`src/rtl/qs_ucode_store.sv`:
```
// Microcode control store.
// After reset every entry is filled with FILL, one entry per cycle.
// Once filled, the store serves one lookup per cycle with a registered read.
// It also accepts program-load writes unless lock is asserted.
module qs_ucode_store #(
    parameter int             DEPTH = 256,
    parameter int             W     = 16,
    parameter logic [W-1:0]   FILL  = 16'h1080,
    parameter int             AW    = $clog2(DEPTH)
) (
    input  logic          clk,
    input  logic          rst_n,
    input  logic          ra_vld,
    input  logic [AW-1:0] ra,
    output logic          rout_vld,
    output logic [W-1:0]  rout,
    input  logic          wr_vld,
    output logic          wr_rdy,
    input  logic [AW-1:0] wr_addr,
    input  logic [W-1:0]  wr_data,
    input  logic          lock,
    output logic          init_done
);

    typedef enum logic [0:0] {
        INIT  = 1'b0,
        READY = 1'b1
    } state_t;

    state_t          state_reg;
    state_t          state_next;
    logic [AW-1:0]   cnt_reg;
    logic [AW-1:0]   cnt_next;
    logic            init_done_reg;
    logic            rout_vld_reg;
    logic [W-1:0]    rout_reg;

    // Memory write port controls, shared between the fill sweep and program load.
    logic            mem_we;
    logic [AW-1:0]   mem_wa;
    logic [W-1:0]    mem_wd;
    logic            rd_accept;

    // No reset on the array so it maps onto block RAM; INIT rewrites every entry.
    logic [W-1:0]    mem [DEPTH];

    // State, fill counter and init_done registers.
    always_ff @(posedge clk) begin
        if (!rst_n) begin
            state_reg     <= INIT;
            cnt_reg       <= '0;
            init_done_reg <= 1'b0;
        end else begin
            state_reg     <= state_next;
            cnt_reg       <= cnt_next;
            init_done_reg <= (state_next == READY);
        end
    end

    // Next state: sweep every entry once, then stay READY until reset.
    always_comb begin
        state_next = state_reg;
        cnt_next   = cnt_reg;
        case (state_reg)
            INIT: begin
                cnt_next = cnt_reg + 1'b1;
                if (cnt_reg == AW'(DEPTH - 1)) begin
                    state_next = READY;
                end
            end
            READY: begin
                state_next = READY;
            end
            default: begin
                state_next = INIT;
            end
        endcase
    end

    // Outputs: the write port belongs to the fill sweep in INIT and to the loader in READY.
    always_comb begin
        mem_we    = 1'b0;
        mem_wa    = cnt_reg;
        mem_wd    = FILL;
        wr_rdy    = 1'b0;
        rd_accept = 1'b0;
        case (state_reg)
            INIT: begin
                mem_we = 1'b1;
            end
            READY: begin
                wr_rdy    = !lock;
                rd_accept = ra_vld;
                mem_we    = wr_vld && !lock;
                mem_wa    = wr_addr;
                mem_wd    = wr_data;
            end
            default: begin
                mem_we = 1'b0;
            end
        endcase
    end

    // Single write port; no reset on the array.
    always_ff @(posedge clk) begin
        if (mem_we) begin
            mem[mem_wa] <= mem_wd;
        end
    end

    // Registered read (read-first against a same-cycle write); rout holds between lookups.
    always_ff @(posedge clk) begin
        if (!rst_n) begin
            rout_vld_reg <= 1'b0;
            rout_reg     <= '0;
        end else begin
            rout_vld_reg <= rd_accept;
            if (rd_accept) begin
                rout_reg <= mem[ra];
            end
        end
    end

    assign rout_vld  = rout_vld_reg;
    assign rout      = rout_reg;
    assign init_done = init_done_reg;

endmodule

```
`config.mk`:
```
export PLATFORM = sky130hd
export DESIGN_NAME = qs_ucode_store
export DESIGN_NICKNAME = d
export VERILOG_FILES = /design/src/rtl/qs_ucode_store.sv
export SDC_FILE = /design/constraint.sdc
export NUM_CORES = 2
export LEC_CHECK = 0
export BUFFER_PORTS_ARGS = -buffer_cell sky130_fd_sc_hd__buf_2
export CAP_MARGIN = 25
export CORE_ASPECT_RATIO = 1.75
export CORE_UTILIZATION = 45
export CTS_CLUSTER_DIAMETER = 150
export DETAILED_ROUTE_END_ITERATION = 6
export GPL_TIMING_DRIVEN = 0
export PLACE_DENSITY_LB_ADDON = 0.2
export SYNTH_ARGS = -nofsm -noshare
export SYNTH_HDL_FRONTEND = slang
export SYNTH_SLANG_ARGS = --single-unit
```
`constraint.sdc`:
```
create_clock -name clk -period 7 [get_ports clk]
set_clock_uncertainty 0.2 [all_clocks]
set_input_delay 0.35 -clock clk [delete_from_list [all_inputs] [get_ports clk]]
set_output_delay 0.35 -clock clk [all_outputs]
set_load 0.02 [all_outputs]
```
==> flow_summary.toml <==
[global_route]
overflow = 0
grt_pass1_wl_um = 806000
antenna_found_initial = 51
grt_max_degree = 105
grt_usage_pct = 34.6
grt_pass1_vias = 86363

[synth]
syn-instance-count = 7646
yosysUniqueCellTypes = 70
syn_area_mm2 = 0.160
ys_async_sr_fraction_pct = 0
ys_ff_latch = 4122
synth_seq_area_share_pct = 77.4
synth.avg_cell_area_um2 = 20.9
synth-edff-count = 4096
synth_ff_type = "edfxtp_1"
yosys_warnings = 0
synth_nets = 7684

[sta]
max_freq_mhz = 183
finalSetupViolCount = 0
fin_ws_ps = 1520
hold_viol_final = 0
fin_crit_sh_pct = 78.3
slew_headroom_pct = 5.13
rsz0062_at_grt = "false"
fin_crit_ps = 5480
setup-tns-final_ps = 0
worstMarginPinSlew_ps = 1420
slew_viol_final = 0

[placed_design]
gp_congestion = 1.00
port-buffer-count = 54
dpl.hpwl_um = 444000
post-place-ws_ps = 1020

[clock_tree]
insertion_delay_ps = 990
clockBufferDepth = 4
post_cts_buffers = 0
clk_pin_slew_worst_paths_ps = 70
h-tree-depth = 5
cts_inserted_buffers = 365
tritoncts = "yes"
root_buffer = "clkbuf_16"
cts.sinks = 4122

[worst_setup_path]
arrival_ps = 6140
crit_required_ps = 7660
critical_path_class = "in -> reg"
end_kind = "flip-flop"
cp_cell_sequence = "buf_2 > buf_2 > buf_4 > buf_2 > clkbuf_1 > clkbuf_1 > nand2_1 > a22oi_1 > nand4b_1 > o311ai_1"
crit_path_start_kind = "input pin"
crit_fanout = 10
cp_common_cell = "buf_2"
ff2ff_setup_slack_ps = 2180
worst_path_max_delay_cell = "a22oi_1"
slowest_delay_ps = 1130
crit_family = "buffers and inverters"
path_buf_inv = 6

[layout]
num-fill-cells = 27212
drive_above_1_share_pct = 27.2
synthToLayoutAreaGrowth_pct = 16.3
nets = 8509
largest_reg_flops = 4096

[status]
status = "finished, violations left"
violations = "design-rule violations"

[pwr]
p_leak_uw = 0.0564
power_density_mw_per_mm2 = 269
peakVddDrop_uv = 223

[drt]
routed_via_density = 6.54
vias = 88014
drtPass1Iterations = 7
wl_per_cell_um = 46.2
dr.first_iter.drc_count = 13389
ant_nets = 0
finalWirelength_um = 621000
drc = 1

[hold_path]
hp-class = "in -> reg"

[die]
die_x_um = 452
die_h_um = 790
coreArea_mm2 = 0.353
rows = 289
start_util_pct = 45.2
ioPinCount = 56
die_area_mm2 = 0.357

[flow_run]
maxCapViolCount = 0
==> per-stage QoR <==
step                      instances  total power [uW]  util (%)  cell area [um2]  hold slack [ps]
after global placement        12356             29500      46.9           166000              345
after CTS                     13409             49900      52.5           185000            0.186
after floorplan                7646             28300         -           160000              313
final                         13449             50000      52.6           186000             39.9
after detailed placement      12731             29600      49.1           173000              351
after global routing          13425             50700      52.5           186000             38.6
==> layout by cell type, fill, tap and decap left out, drive strengths merged, types with 64 or more instances in the layout <==
cell type,netlist,layout
nand2,287,287
mux2i,604,604
mux4,736,736
edfxtp,4096,4096
a21oi,99,99
nor2,308,308
clkinv,0,146
buf,316,752
o221ai,148,148
a211oi,64,64
o22ai,227,227
o21ai,113,113
a22oi,69,69
clkbuf,144,583
==> cell usage after synthesis, types with 21 or more instances <==
| library cell | instances | area, um2 |
|---|---|---|
| a2111oi_0 | 47 | 412 |
| a211oi_1 | 64 | 480 |
| a21oi_1 | 99 | 495 |
| a221oi_1 | 22 | 193 |
| a22oi_1 | 69 | 518 |
| and2_1 | 21 | 131 |
| buf_1 | 24 | 90.1 |
| buf_12 | 29 | 581 |
| buf_2 | 104 | 521 |
| buf_4 | 77 | 578 |
| buf_6 | 67 | 754 |
| clkbuf_1 | 144 | 541 |
| dfxtp_1 | 26 | 521 |
| edfxtp_1 | 4096 | 123000 |
| mux2_2 | 47 | 529 |
| mux2i_1 | 604 | 6050 |
| mux4_2 | 722 | 16300 |
| nand2_1 | 287 | 1080 |
| nand3_1 | 54 | 270 |
| nor2_1 | 308 | 1160 |
| nor2b_1 | 23 | 144 |
| nor3_1 | 22 | 110 |
| o21ai_0 | 108 | 541 |
| o221ai_1 | 140 | 1230 |
| o22ai_1 | 227 | 1420 |
==> logic make-up (layout without fill, tap and decap cells) <==
| kind of cell | Yosys count | after routing | share of synthesized area, % |
|---|---|---|---|
| AO/OA/AOI/OAI | 857 | 857 | 3.76 |
| XOR/XNOR | 3 | 3 | 0.0165 |
| adder cells (fa/ha/maj) | 1 | 1 | 0.00784 |
| buffers and inverters | 470 | 1591 | 2.09 |
| flip-flops | 4122 | 4122 | 77.4 |
| multiplexers | 1388 | 1388 | 14.5 |
| other | 0 | 26 | 0 |
| AND/OR/NAND/NOR | 805 | 805 | 2.22 |
==> repair_timing <==
item	CTS	global route
hold endpoints to repair	535	0
hold buffers	15	0
gates resized for setup	0	0
==> area by class of cell <==
cell class | count | area, um2 | share of cell area (%)
Clock buffer | 435 | 9530 | 5.13
Multi-Input combinational cell | 3054 | 33700 | 18.2
Sequential cell | 4122 | 124000 | 66.5
Timing Repair Buffer | 458 | 7290 | 3.93
Tap cell | 4656 | 5830 | 3.14
Buffer | 461 | 3340 | 1.80
Antenna cell | 26 | 65.1 | 0.0350
Clock inverter | 228 | 2370 | 1.27
Inverter | 9 | 33.8 | 0.0182
==> report_power, final <==
| group | switching (uW) | leakage (uW) | internal (uW) |
|---|---|---|---|
| clock network | 9430 | 0.00576 | 11300 |
| registers | 9.45 | 0.0348 | 26700 |
| logic | 1760 | 0.0158 | 693 |
| total | 11200 | 0.0564 | 38800 |
==> per-layer routing <==
metal	global-route usage [%]	wire length (um)
met1	37.5	192000
met2	54.8	292000
met3	8.21	60100
met4	34.7	76100
met5	0	139
==> path summary, 6_finish.rpt <==
path	from	to	cells after the start
worst min-delay path	wr_data[9]	mem[8][9]$_DFFE_PP_	2
worst max-delay path	ra[2]	rout[8]$_SDFFE_PN0P_	10
worst min register to register	cnt_reg[5]$_SDFFE_PN0N_	cnt_reg[5]$_SDFFE_PN0N_	2
worst max register to register	init_done$_SDFF_PN0_	mem[68][10]$_DFFE_PP_	5
No activity file was read; power rests on OpenSTA's default activity.
